## src/rtl/alu_issue_pkg.sv

```systemverilog
// Shared types for the ID/EX ALU issue stage: ALU control codes, op classes,
// branch kinds and the decoder's output bundle.
package alu_issue_pkg;

  localparam int unsigned ISSUE_DATA_WIDTH = 32;
  localparam int unsigned ISSUE_PC_WIDTH   = 32;
  localparam int unsigned SIGN_BIAS_BIT    = ISSUE_DATA_WIDTH - 1;

  typedef enum logic [2:0] {
    ALU_ADD = 3'b000,
    ALU_SUB = 3'b001,
    ALU_LTU = 3'b010,
    ALU_SLL = 3'b011,
    ALU_XOR = 3'b100,
    ALU_SRL = 3'b101,
    ALU_OR  = 3'b110,
    ALU_AND = 3'b111
  } alu_ctrl_e;

  typedef enum logic [1:0] {
    CLS_MEM    = 2'b00,
    CLS_BRANCH = 2'b01,
    CLS_RTYPE  = 2'b10,
    CLS_ITYPE  = 2'b11
  } op_class_e;

  typedef enum logic [1:0] {
    BR_NONE = 2'b00,
    BR_EQ   = 2'b01,
    BR_LT   = 2'b10
  } br_kind_e;

  typedef struct packed {
    alu_ctrl_e alu_ctrl;
    logic      bias;
    br_kind_e  br_kind;
    logic      br_invert;
    logic      unsupported;
    logic      op2_imm;
  } decode_t;

endpackage

```

## src/rtl/alu_issue_stage_if.sv

```systemverilog
// Decode-to-issue handshake and instruction payload bundle.
interface alu_issue_stage_if #(
  parameter int unsigned DATA_WIDTH = 32,
  parameter int unsigned PC_WIDTH   = 32
);
  logic                  id_valid_i;
  logic                  id_ready_o;
  logic [DATA_WIDTH-1:0] rs1_data_i;
  logic [DATA_WIDTH-1:0] rs2_data_i;
  logic [DATA_WIDTH-1:0] imm_i;
  logic [PC_WIDTH-1:0]   pc_i;
  logic [1:0]            op_class_i;
  logic [2:0]            funct3_i;
  logic                  funct7b5_i;

  modport master (
    output id_valid_i, rs1_data_i, rs2_data_i, imm_i, pc_i,
           op_class_i, funct3_i, funct7b5_i,
    input  id_ready_o
  );

  modport slave (
    input  id_valid_i, rs1_data_i, rs2_data_i, imm_i, pc_i,
           op_class_i, funct3_i, funct7b5_i,
    output id_ready_o
  );
endinterface

```

## src/rtl/alu_issue_stage_alu_ctrl_decode.sv

```systemverilog
// Combinational RV32I class/funct3/funct7b5 decode into ALU control, operand
// bias, branch kind/polarity and the unsupported-SRA flag.
module alu_ctrl_decode
  import alu_issue_pkg::*;
(
  input  logic [1:0] op_class,
  input  logic [2:0] funct3,
  input  logic       funct7b5,
  output decode_t    dec
);

  always_comb begin
    dec = '{alu_ctrl: ALU_ADD, bias: 1'b0, br_kind: BR_NONE,
            br_invert: 1'b0, unsupported: 1'b0, op2_imm: 1'b0};
    unique case (op_class_e'(op_class))
      CLS_MEM: dec.op2_imm = 1'b1;
      CLS_BRANCH: begin
        unique case (funct3)
          3'b000, 3'b001: begin
            dec.alu_ctrl  = ALU_SUB;
            dec.br_kind   = BR_EQ;
            dec.br_invert = funct3[0];
          end
          3'b100, 3'b101, 3'b110, 3'b111: begin
            dec.alu_ctrl  = ALU_LTU;
            dec.br_kind   = BR_LT;
            dec.br_invert = funct3[0];
            dec.bias      = ~funct3[1];
          end
          default: ;
        endcase
      end
      CLS_RTYPE, CLS_ITYPE: begin
        dec.op2_imm = (op_class_e'(op_class) == CLS_ITYPE);
        unique case (funct3)
          3'b000: if (op_class_e'(op_class) == CLS_RTYPE && funct7b5) dec.alu_ctrl = ALU_SUB;
          3'b001: dec.alu_ctrl = ALU_SLL;
          3'b010: begin
            dec.alu_ctrl = ALU_LTU;
            dec.bias     = 1'b1;
          end
          3'b011: dec.alu_ctrl = ALU_LTU;
          3'b100: dec.alu_ctrl = ALU_XOR;
          3'b101: begin
            // Arithmetic right shift is issued as a logical shift and flagged.
            dec.alu_ctrl    = ALU_SRL;
            dec.unsupported = funct7b5;
          end
          3'b110: dec.alu_ctrl = ALU_OR;
          default: dec.alu_ctrl = ALU_AND;
        endcase
      end
      default: ;
    endcase
  end

endmodule

```

## src/rtl/alu_issue_stage.sv

```systemverilog
// ID/EX issue register: registers ALU operands/control, resolves conditional
// branches from the ALU's flags, with stall/flush and taken-branch squash.
module alu_issue_stage
  import alu_issue_pkg::*;
#(
  parameter int unsigned DATA_WIDTH = 32,
  parameter int unsigned PC_WIDTH   = 32
) (
  input  logic                  clk,
  input  logic                  rst_n,
  alu_issue_stage_if.slave      id,
  input  logic                  stall_i,
  input  logic                  flush_i,
  output logic [DATA_WIDTH-1:0] alu_op1_o,
  output logic [DATA_WIDTH-1:0] alu_op2_o,
  output logic [2:0]            alu_ctrl_o,
  input  logic [DATA_WIDTH-1:0] alu_out_i,
  input  logic                  alu_eq_i,
  output logic                  ex_valid_o,
  output logic [PC_WIDTH-1:0]   ex_pc_o,
  output logic                  branch_taken_o,
  output logic                  unsupported_o
);

  // Flipping the MSB of both operands maps signed order onto unsigned order.
  localparam logic [DATA_WIDTH-1:0] BIAS_MASK = {1'b1, {(DATA_WIDTH-1){1'b0}}};

  decode_t               dec;
  logic [DATA_WIDTH-1:0] bias_mask;
  logic [DATA_WIDTH-1:0] op1_d;
  logic [DATA_WIDTH-1:0] op2_d;
  br_kind_e              br_kind_q;
  logic                  br_invert_q;
  logic                  lt_flag;

  alu_ctrl_decode u_decode (
    .op_class (id.op_class_i),
    .funct3   (id.funct3_i),
    .funct7b5 (id.funct7b5_i),
    .dec      (dec)
  );

  assign bias_mask = dec.bias ? BIAS_MASK : '0;
  assign op1_d     = id.rs1_data_i ^ bias_mask;
  assign op2_d     = (dec.op2_imm ? id.imm_i : id.rs2_data_i) ^ bias_mask;

  // LTU yields exactly 0 or 1, so any set bit means less-than.
  assign lt_flag = (alu_out_i != '0);

  always_comb begin
    branch_taken_o = 1'b0;
    case (br_kind_q)
      BR_EQ:   branch_taken_o = ex_valid_o & (alu_eq_i ^ br_invert_q);
      BR_LT:   branch_taken_o = ex_valid_o & (lt_flag ^ br_invert_q);
      default: branch_taken_o = 1'b0;
    endcase
  end

  assign id.id_ready_o = !stall_i && !flush_i && !branch_taken_o;

  always_ff @(posedge clk) begin
    if (!rst_n) begin
      ex_valid_o    <= 1'b0;
      alu_op1_o     <= '0;
      alu_op2_o     <= '0;
      alu_ctrl_o    <= '0;
      ex_pc_o       <= '0;
      unsupported_o <= 1'b0;
      br_kind_q     <= BR_NONE;
      br_invert_q   <= 1'b0;
    end else if (flush_i || branch_taken_o) begin
      ex_valid_o    <= 1'b0;
      unsupported_o <= 1'b0;
    end else if (!stall_i) begin
      ex_valid_o <= id.id_valid_i;
      if (id.id_valid_i) begin
        alu_op1_o     <= op1_d;
        alu_op2_o     <= op2_d;
        alu_ctrl_o    <= dec.alu_ctrl;
        ex_pc_o       <= id.pc_i;
        unsupported_o <= dec.unsupported;
        br_kind_q     <= dec.br_kind;
        br_invert_q   <= dec.br_invert;
      end else begin
        unsupported_o <= 1'b0;
      end
    end
  end

endmodule

```

## src/flat_wrapper.sv

```systemverilog
// flat-port wrapper written by rule: the top's interface ports become plain ports
module alu_issue_stage_flat import alu_issue_pkg::*;
#(
  parameter int unsigned DATA_WIDTH = 32,
  parameter int unsigned PC_WIDTH   = 32
)
  (clk, rst_n, stall_i, flush_i, alu_op1_o, alu_op2_o, alu_ctrl_o, alu_out_i, alu_eq_i, ex_valid_o, ex_pc_o, branch_taken_o, unsupported_o, id_id_valid_i, id_rs1_data_i, id_rs2_data_i, id_imm_i, id_pc_i, id_op_class_i, id_funct3_i, id_funct7b5_i, id_id_ready_o);
  alu_issue_stage_if #(.DATA_WIDTH(DATA_WIDTH), .PC_WIDTH(PC_WIDTH)) id_i ();
  input  logic clk;
  input  logic rst_n;
  input  logic stall_i;
  input  logic flush_i;
  output logic [DATA_WIDTH-1:0] alu_op1_o;
  output logic [DATA_WIDTH-1:0] alu_op2_o;
  output logic [2:0] alu_ctrl_o;
  input  logic [DATA_WIDTH-1:0] alu_out_i;
  input  logic alu_eq_i;
  output logic ex_valid_o;
  output logic [PC_WIDTH-1:0] ex_pc_o;
  output logic branch_taken_o;
  output logic unsupported_o;
  input wire logic [$bits(id_i.id_valid_i)-1:0] id_id_valid_i;
  input wire logic [$bits(id_i.rs1_data_i)-1:0] id_rs1_data_i;
  input wire logic [$bits(id_i.rs2_data_i)-1:0] id_rs2_data_i;
  input wire logic [$bits(id_i.imm_i)-1:0] id_imm_i;
  input wire logic [$bits(id_i.pc_i)-1:0] id_pc_i;
  input wire logic [$bits(id_i.op_class_i)-1:0] id_op_class_i;
  input wire logic [$bits(id_i.funct3_i)-1:0] id_funct3_i;
  input wire logic [$bits(id_i.funct7b5_i)-1:0] id_funct7b5_i;
  output wire logic [$bits(id_i.id_ready_o)-1:0] id_id_ready_o;
  assign id_i.id_valid_i = id_id_valid_i;
  assign id_i.rs1_data_i = id_rs1_data_i;
  assign id_i.rs2_data_i = id_rs2_data_i;
  assign id_i.imm_i = id_imm_i;
  assign id_i.pc_i = id_pc_i;
  assign id_i.op_class_i = id_op_class_i;
  assign id_i.funct3_i = id_funct3_i;
  assign id_i.funct7b5_i = id_funct7b5_i;
  assign id_id_ready_o = id_i.id_ready_o;
  alu_issue_stage #(.DATA_WIDTH(DATA_WIDTH), .PC_WIDTH(PC_WIDTH)) u_core (.clk(clk), .rst_n(rst_n), .id(id_i), .stall_i(stall_i), .flush_i(flush_i), .alu_op1_o(alu_op1_o), .alu_op2_o(alu_op2_o), .alu_ctrl_o(alu_ctrl_o), .alu_out_i(alu_out_i), .alu_eq_i(alu_eq_i), .ex_valid_o(ex_valid_o), .ex_pc_o(ex_pc_o), .branch_taken_o(branch_taken_o), .unsupported_o(unsupported_o));
endmodule
```

## config.mk

```make
export PLATFORM = sky130hd
export DESIGN_NAME = alu_issue_stage_flat
export DESIGN_NICKNAME = d
export VERILOG_FILES = /design/src/rtl/alu_issue_pkg.sv /design/src/rtl/alu_issue_stage_if.sv /design/src/rtl/alu_issue_stage_alu_ctrl_decode.sv /design/src/rtl/alu_issue_stage.sv /design/src/flat_wrapper.sv
export SDC_FILE = /design/constraint.sdc
export NUM_CORES = 1
export LEC_CHECK = 0
export ABC_AREA = 1
export ABC_CLOCK_PERIOD_IN_PS = 1750
export BUFFER_PORTS_ARGS = -buffer_cell sky130_fd_sc_hd__clkbuf_2
export CAP_MARGIN = 20
export CORE_MARGIN = 3
export CORE_UTILIZATION = 41
export DETAILED_ROUTE_END_ITERATION = 10
export PLACE_DENSITY = 0.81
export SETUP_SLACK_MARGIN = 0.3
export SYNTH_ARGS = -nofsm -noshare
export SYNTH_HDL_FRONTEND = slang
export SYNTH_HIERARCHICAL = 1
export SYNTH_SLANG_ARGS = --single-unit
export TNS_END_PERCENT = 20
```

## constraint.sdc

```tcl
create_clock -name clk -period 1.75 [get_ports clk]
set_input_delay 0.2625 -clock clk [delete_from_list [all_inputs] [get_ports clk]]
set_output_delay 0.2625 -clock clk [all_outputs]
set_load 0.02 [all_outputs]
```

==> results of run 1 <==
[logic make-up after synthesis]
logic type | Yosys count | synth area share [%]
xor+xnor | 2 | 0.345
flops | 104 | 41.0
compound gates | 7 | 0.986
fa+ha+maj | 5 | 1.23
buf+inv | 160 | 13.6
simple gates | 470 | 35.7
mux | 32 | 7.07
[per-stage QoR]
stage	cells	utilization, %	worst slack [ps]	setup TNS [ps]
after floorplan	780	-	137	0
after global placement	1199	54.8	5.35	0
after detailed placement	1199	54.8	-52.5	-812
after CTS	1229	60.7	-295	-22780
after global routing	1243	64.2	-376	-29010
final	1243	64.2	-226	-11940
[routing by layer]
metal | wire (um) | track usage (%) | vias to the layer above
li1 | - | - | 2860
met1 | 6070 | 23.1 | 2383
met2 | 7990 | 34.4 | 233
met3 | 1140 | 4.83 | 27
met4 | 373 | 7.87 | 0
met5 | 0 | 0 | -
[where the power goes]
| group | total, uW | leakage (uW) | switching (uW) | internal, uW |
|---|---|---|---|---|
| registers | 2560 | 0.000852 | 64.8 | 2490 |
| logic | 1270 | 0.00347 | 679 | 586 |
| clock network | 2140 | 0.000149 | 889 | 1250 |
[cell usage in the layout (no fill, tap or decap), drive strengths merged, types with 2 or more instances in the layout]
cell,netlist,final
a21oi,4,4
nand3,8,10
inv,123,124
bufbuf,0,3
dfxtp,104,104
nand4,2,2
nor2,232,232
buf,22,36
bufinv,0,2
and2,2,2
nand2,223,223
mux2,31,31
nor3,2,2
ha,5,5
clkbuf,15,286
[sequential cells by signal, summed over array words and instances (netlist names)]
name,cells
u_core/alu_op1_o,32
u_core/alu_op2_o,32
u_core/ex_pc_o,32
u_core/alu_ctrl_o,3
u_core/br_kind_q,2
u_core/br_invert_q,1
u_core/ex_valid_o,1
u_core/unsupported_o,1
[worst min-delay path, delay by kind of cell]
family                 cells  cell delay, ps
and+or+nand+nor            2             110
buffers and inverters      1              80
[layout make-up]
cell class              instances  area (um2)
inverters                     123         462
repair buffers                315        2140
fillers                      1048        4320
flip-flops and latches        104        2080
well taps                     168         210
clock inverters                 5        81.3
clock buffers                  10         229
multi-input cells             518        2530
[repair_timing]
item	in CTS	in global routing
pin swaps	7	15
endpoints found under the setup margin	106	106
resized for setup	17	73
cloned	11	7
setup buffers	4	7
[worst min-delay path by stage]
stage | end | cells past startpoint | start | slack, ps
floorplan | u_core/alu_op1_o[0] | 2 | id_rs1_data_i[0] | 400
global placement | u_core/alu_op1_o[21] | 3 | id_rs1_data_i[21] | 480
detailed placement | u_core/ex_pc_o[23] | 3 | id_pc_i[23] | 490
CTS | u_core/ex_pc_o[23] | 3 | id_pc_i[23] | 120
global route | u_core/alu_op1_o[22] | 3 | id_rs1_data_i[22] | 140
finish | u_core/ex_pc_o[23] | 3 | id_pc_i[23] | 130
==> results.toml, run 1 <==
[status]
status = "complete, but fails checks"
violations = "setup timing"

[synth]
synth.most_common_cell = "nor2_1"
synth_cell_type_count = 26
synth.avg_cell_area_um2 = 6.51
netlist_top_cells_count = "nor2_1 (232), nand2_1 (223), inv_1 (122)"
ys_seq_area_share_pct = 41.0
yosys_register_bits = 104
synth_top_area_cell = "dfxtp_1"
synth_top_flop_cell = "dfxtp_1"
async_flop_share_pct = 0
synth_area_mm2 = 0.00508
synth_fp_nets = 957
yosysTopAreaCellShare_pct = 41.0
syn_inst = 780
yosysWarnings = 6
synth_area_leaders = "dfxtp_1 (41%), nor2_1 (17%), nand2_1 (16%)"
synth-edff-count = 0

[sta]
tightestPinTransition_ps = 610
clock.fmax_ghz = 0.506
post-route-min-period_ps = 1980
maxSlewHeadroom_pct = 59.2
setup_viol = 104
slew_viol_final = 0
min_period_over_period_pct = 113
hold_violations = 0
rsz0062_at_grt = "yes"
hold_ws_ps = 135
worst_clock_skew_ps = 11.4
worst_slack_ps = -226

[route]
viasPerCell = 4.43
wirelength_um = 15600
drtPass1Iterations = 6
post_drt_wl_per_cell_um = 12.5
initialDrtViolationCount = 407
route.detailed.drc = 0
vias = 5503
drtAntennaViolNets = 0

[power]
p_leak_uw = 0.00447
max-vdd-ir-drop_v = 0.000407
total_power_uw = 5960
powerDensity_mw_per_mm2 = 770

[grt]
grt_pass1_wl_um = 21500
antenna_found_initial = 0
first_global_vias = 4707
track_usage_pct = 19.7
grt_overflow = 0
grt_max_degree = 55

[setup_path]
end_kind = "output port"
path_class = "reg -> out"
start_kind = "flop"
worstSetupEndpoint = "id_id_ready_o"
crit_slowest_cell = "dfxtp_2"
crit_fanout = 3
crit_arrival_ps = 1710
cp.required_ps = 1490
cpPeakStageDelay_ps = 320
path_cells = "inv_2 > ha_4 > nand2_2 > nand3b_1 > inv_1 > nand2_2 > nand3_2 > nand3_4 > buf_6 > nand2_4 > inv_2 > buf_8"
worstReg2RegStart = "u_core/br_kind_q[0]"
cp_num_buf_inv = 5
crit_start = "u_core/br_kind_q[0]"
worstRegToRegCells = 13
r2r-end = "u_core/alu_op2_o[29]"
rrSetupSlack_ps = -170
cp.depth = 12
cp_top_family = "simple AND/OR/NAND/NOR gates"

[place]
io_buffers = 274
post_dp_cell_area_mm2 = 0.00661
gp_congestion = 0.775
hpwl_um = 9890

[floorplanning]
fp.dieH_um = 117
ios = 275
initial_core_util_pct = 42.1
rows = 40
dieArea_mm2 = 0.0138
die_w_um = 117
coreArea_mm2 = 0.0121

[hold_path]
hold_class = "in -> reg"

[cts]
clockRootBuffer = "clkbuf_16"
htree_levels = 3
cts.sinks = 104
clk_path_buf_depth = 2
hold_buffers = 0
cts_tree = "yes"
path_clk_slew_ps = 70
numCtsBuffers = 9
insertion_delay_ps = 350

[cells_and_area]
layout-drive-gt1-share_pct = 39.5
nets = 1248
postLayoutCellArea_mm2 = 0.00774
area_growth_pct = 52.5
n_antenna_cell = 0

[run]
maxCapViolations = 0
No activity file was read; power rests on OpenSTA's default activity.
==> run 2: changes to the inputs <==
Settings changed: CORE_ASPECT_RATIO from default to 2.
==> results.toml, run 2 (synthesized netlist as in run 1, its figures left out) <==
[route]
initialDrtViolationCount = 187
wirelength_um = 14600
drtPass1Iterations = 5
route.detailed.drc = 0
viasPerCell = 4.39
post_drt_wl_per_cell_um = 12.1
drtAntennaViolNets = 0
vias = 5285

[setup_path]
cp_num_buf_inv = 4
cp.required_ps = 2020
crit_fanout = 14
crit_slowest_cell = "bufbuf_16"
end_kind = "flop"
cp_common_cell = "nand2_1"
cpPeakStageDelay_ps = 330
cp_top_family = "simple AND/OR/NAND/NOR gates"
path_class = "reg -> reg"
path_cells = "inv_2 > ha_4 > nand2_1 > nand3b_1 > o21bai_2 > nand2_2 > nand3_4 > buf_6 > buf_6 > nand3_4 > bufbuf_16 > nand2_1 > nand2_1 > nor2_1"
crit_arrival_ps = 2270
start_kind = "flop"

[hold_path]
hold_class = "in -> reg"

[cts]
cts.sinks = 104
hold_buffers = 0
htree_levels = 3
numCtsBuffers = 9
clk_path_buf_depth = 2
insertion_delay_ps = 340
path_clk_slew_ps = 80
cts_tree = "yes"
clockRootBuffer = "clkbuf_16"

[cells_and_area]
postLayoutCellArea_mm2 = 0.00722
area_growth_pct = 42.2
final_cell_mix = "clkbuf_2 (271), nor2_1 (221), nand2_1 (206)"
nets = 1231
n_antenna_cell = 0
mostFrequentLayoutCell = "clkbuf_2"
layout-drive-gt1-share_pct = 36.5
fin_util_pct = 60.6
reg_top3 = "u_core/alu_op1_o (32), u_core/alu_op2_o (32), u_core/ex_pc_o (32)"

[floorplanning]
rows = 56
ios = 275
initial_core_util_pct = 42.6
die_w_um = 84.7
coreArea_mm2 = 0.0119
fp.dieH_um = 163
dieArea_mm2 = 0.0138

[sta]
worst_clock_skew_ps = 11.3
rsz0062_at_grt = "yes"
setup-tns-final_ps = -16500
worst_slack_ps = -245
maxSlewHeadroom_pct = 68.8
slew_viol_final = 0
clock.fmax_ghz = 0.501
hold_ws_ps = 131
setup_viol = 104
tightestPinTransition_ps = 466
post-route-min-period_ps = 1990
min_period_over_period_pct = 114
hold_violations = 0

[place]
io_buffers = 274
gp_congestion = 0.876
dpl_worst_slack_ps = -74.5
hpwl_um = 10900
post_dp_cell_area_mm2 = 0.00659

[run]
maxCapViolations = 0

[power]
switching_share_pct = 29.2
power_frac_clock_pct = 34.8
p_int_uw = 4010
powerDensity_mw_per_mm2 = 786
p_leak_uw = 0.00424
comb_power_share_pct = 20.1
netSwitchingPower_uw = 1660
power_frac_seq_pct = 45.1
max-vdd-ir-drop_v = 0.000496

[grt]
track_usage_pct = 20.8
antenna_found_initial = 0
first_global_vias = 5138
grt_overflow = 0
grt_max_degree = 72
grt_pass1_wl_um = 23500

[status]
violations = "setup timing"
status = "complete, but fails checks"
==> run 2: changes by cell type in the layout (fill, tap and decap cells not counted), sizes merged <==
cell / previous run / this run
buf: 36 / 27
clkbuf: 286 / 280
bufbuf: 3 / 1
bufinv: 2 / 0
clkinv: 1 / 3
inv: 124 / 126
nand3: 10 / 9
==> run 2: path summary, 6_finish.rpt <==
check / startpoint / endpoint / slack (ps) / depth (start not counted)
worst max-delay path: u_core/br_kind_q[0] / u_core/ex_pc_o[3] / -240 / 14
worst min-delay path: id_rs1_data_i[2] / u_core/alu_op1_o[2] / 130 / 3
worst max register to register: u_core/br_kind_q[0] / u_core/ex_pc_o[3] / -240 / 14
worst min register to register: u_core/alu_op1_o[20] / u_core/alu_op1_o[20] / 510 / 4
==> run 2: final cells by class <==
type | count | area, um2
multi-input cells | 517 | 2420
inverters | 123 | 462
flip-flops and latches | 104 | 2080
clock inverters | 7 | 72.6
well taps | 145 | 181
fillers | 1133 | 4690
repair buffers | 299 | 1770
clock buffers | 9 | 225
==> run 2: stage by stage <==
step           instances  power, uW
2_1_floorplan        780       3270
3_3_place_gp        1178       3660
3_5_place_dp        1178       3680
4_1_cts             1202       5730
5_1_grt             1204       5960
6_report            1204       5670
==> run 2: metal layers <==
layer / vias to the layer above / GRT usage (%) / share of wire [%]
li1: 2806 / - / -
met1: 2241 / 22.6 / 37
met5: - / 0 / 0
met4: 0 / 10.2 / 4.1
met2: 198 / 37.6 / 53
met3: 40 / 4.39 / 6.7
==> run 2: tightest hold or removal path, cell delays in order <==
cell      delay, ps
clkbuf_2         80
nor2_1           30
nor2_1           60
==> run 2: what timing repair did <==
action,CTS,global route
gates resized for setup,27,27
endpoints found under the setup margin,106,106
cloned,5,0
setup buffers,3,2
pin swaps,7,9
==> run 2: power by group through the flow <==
stage / Clock (uW) / Sequential (uW) / Combinational [uW]
global route: 2110 / 2570 / 1280
CTS: 2040 / 2560 / 1130
global placement: 0 / 2610 / 1050
floorplan: 0 / 2760 / 513
finish: 1970 / 2560 / 1140
detailed placement: 0 / 2610 / 1070
==> run 3: changes to the inputs <==
Settings changed: SETUP_SLACK_MARGIN 0.3 to 0.1, SKIP_LAST_GASP from default to 1.
==> results.toml, run 3 (synthesized netlist as in run 1, its figures left out) <==
[grt]
grt_pass1_wl_um = 22800
grt_overflow = 0
antenna_found_initial = 0
grt_max_degree = 46
first_global_vias = 5077
track_usage_pct = 20.4

[cells_and_area]
multi_input_area_mm2 = 0.00239
mostFrequentLayoutCell = "clkbuf_2"
postLayoutCellArea_mm2 = 0.00748
reg_top3 = "u_core/alu_op1_o (32), u_core/alu_op2_o (32), u_core/ex_pc_o (32)"
area.sequential_mm2 = 0.00208
nFillCells = 1042
layout-drive-gt1-share_pct = 37.1
n_antenna_cell = 0
final_cell_mix = "clkbuf_2 (271), nor2_1 (222), nand2_1 (213)"
nets = 1254
finalNonFillerCells = 1227
area_growth_pct = 47.4

[route]
vias = 5428
initialDrtViolationCount = 147
wirelength_um = 15200
drtPass1Iterations = 4
drtAntennaViolNets = 0
route.detailed.drc = 0
viasPerCell = 4.42
post_drt_wl_per_cell_um = 12.4

[floorplanning]
die_w_um = 84.7
coreArea_mm2 = 0.0119
ios = 275
initial_core_util_pct = 42.6
rows = 56
fp.dieH_um = 163
dieArea_mm2 = 0.0138

[cts]
cts_tree = "yes"
clockRootBuffer = "clkbuf_16"
htree_levels = 3
insertion_delay_ps = 340
cts.sinks = 104
path_clk_slew_ps = 80
numCtsBuffers = 9
clk_path_buf_depth = 2
hold_buffers = 0

[hold_path]
hold_end = "u_core/ex_pc_o[23]"
hp-start = "id_pc_i[23]"
holdPathStages = 3
hold_class = "in -> reg"

[power]
switching_share_pct = 29.0
p_int_uw = 4050
power_frac_clock_pct = 34.1
netSwitchingPower_uw = 1660
powerDensity_mw_per_mm2 = 763
comb_power_share_pct = 21.1
power_frac_seq_pct = 44.9
p_leak_uw = 0.00440
max-vdd-ir-drop_v = 0.000685

[sta]
hold_violations = 0
hold_ws_ps = 129
worst_slack_ps = -272
maxSlewHeadroom_pct = 79.0
tightestPinTransition_ps = 314
clock.fmax_ghz = 0.495
setup_viol = 104
rsz0062_at_grt = "yes"
slew_viol_final = 0
worst_clock_skew_ps = 9.86
post-route-min-period_ps = 2020
min_period_over_period_pct = 116

[setup_path]
cp.required_ps = 1490
start_kind = "flop"
crit_arrival_ps = 1760
r2r-end = "u_core/ex_pc_o[18]"
worstReg2RegStart = "u_core/br_kind_q[0]"
crit_fanout = 3
end_kind = "output port"
path_class = "reg -> out"
rrSetupSlack_ps = -270
worstRegToRegCells = 15

[place]
hpwl_um = 10700
post_dp_cell_area_mm2 = 0.00672
io_buffers = 274
gp_congestion = 0.816
dp.cells = 1187

[status]
status = "complete, but fails checks"
violations = "setup timing"

[run]
maxCapViolations = 0
[run 3: worst max-delay path, cell delays in order, from the launching register on]
cell	delay, ps
dfxtp_2	320
inv_2	70
ha_4	130
nand2_1	40
nand3b_1	180
inv_1	80
nand2_1	80
nand3_2	90
nand3_4	80
buf_6	140
nand2_4	50
inv_2	40
buf_8	110
[run 3: worst max-delay path by stage]
stage                      endpoint                 from  slack (ps)  cells past startpoint
4_1_cts               id_id_ready_o  u_core/br_kind_q[0]        -250                     11
3_3_place_gp   u_core/alu_op2_o[31]     id_op_class_i[0]         0.5                     10
2_1_floorplan  u_core/alu_ctrl_o[2]  u_core/br_kind_q[0]          90                     12
3_5_place_dp     u_core/ex_pc_o[16]  u_core/br_kind_q[0]         -20                     13
6_report              id_id_ready_o  u_core/br_kind_q[0]        -270                     12
5_1_grt          u_core/ex_pc_o[19]  u_core/br_kind_q[0]        -360                     14
[run 3: layer usage]
layer | vias to the layer above | GRT usage, % | wire (um)
met3 | 35 | 3.99 | 992
li1 | 2855 | - | -
met4 | 0 | 9.73 | 515
met1 | 2340 | 20.2 | 5340
met2 | 198 | 39.2 | 8330
met5 | - | 0 | 0
[run 3: timing repair]
action / CTS / global route
buffers inserted: 16 / 4
gates resized for setup: 27 / 26
endpoints found under the setup margin: 97 / 106
gates cloned: 4 / 4
pin swaps: 8 / 13
[run 3: metrics by stage]
step	setup WS (ps)	util, %	setup TNS (ps)	power [uW]
CTS	-245	61.7	-14830	5730
global route	-361	62.8	-28510	5980
global placement	0.473	56.4	0	3690
detailed placement	-24.1	56.4	-178	3710
finish	-272	62.8	-17240	5700
floorplan	90.4	-	0	3250
[run 3: layout make-up]
cell class / count / area share [%]
well taps: 145 / 2.43
multi-input cells: 516 / 31.9
clock inverters: 7 / 0.836
inverters: 123 / 6.17
repair buffers: 323 / 27.8
clock buffers: 9 / 3.01
flip-flops and latches: 104 / 27.9
[run 3: power by group through the flow]
stage / Combinational, uW / Sequential (uW) / Clock (uW)
after global placement: 1080 / 2610 / 0
final: 1200 / 2560 / 1940
after detailed placement: 1100 / 2610 / 0
after floorplan: 495 / 2760 / 0
after CTS: 1170 / 2560 / 1990
after global routing: 1330 / 2570 / 2080
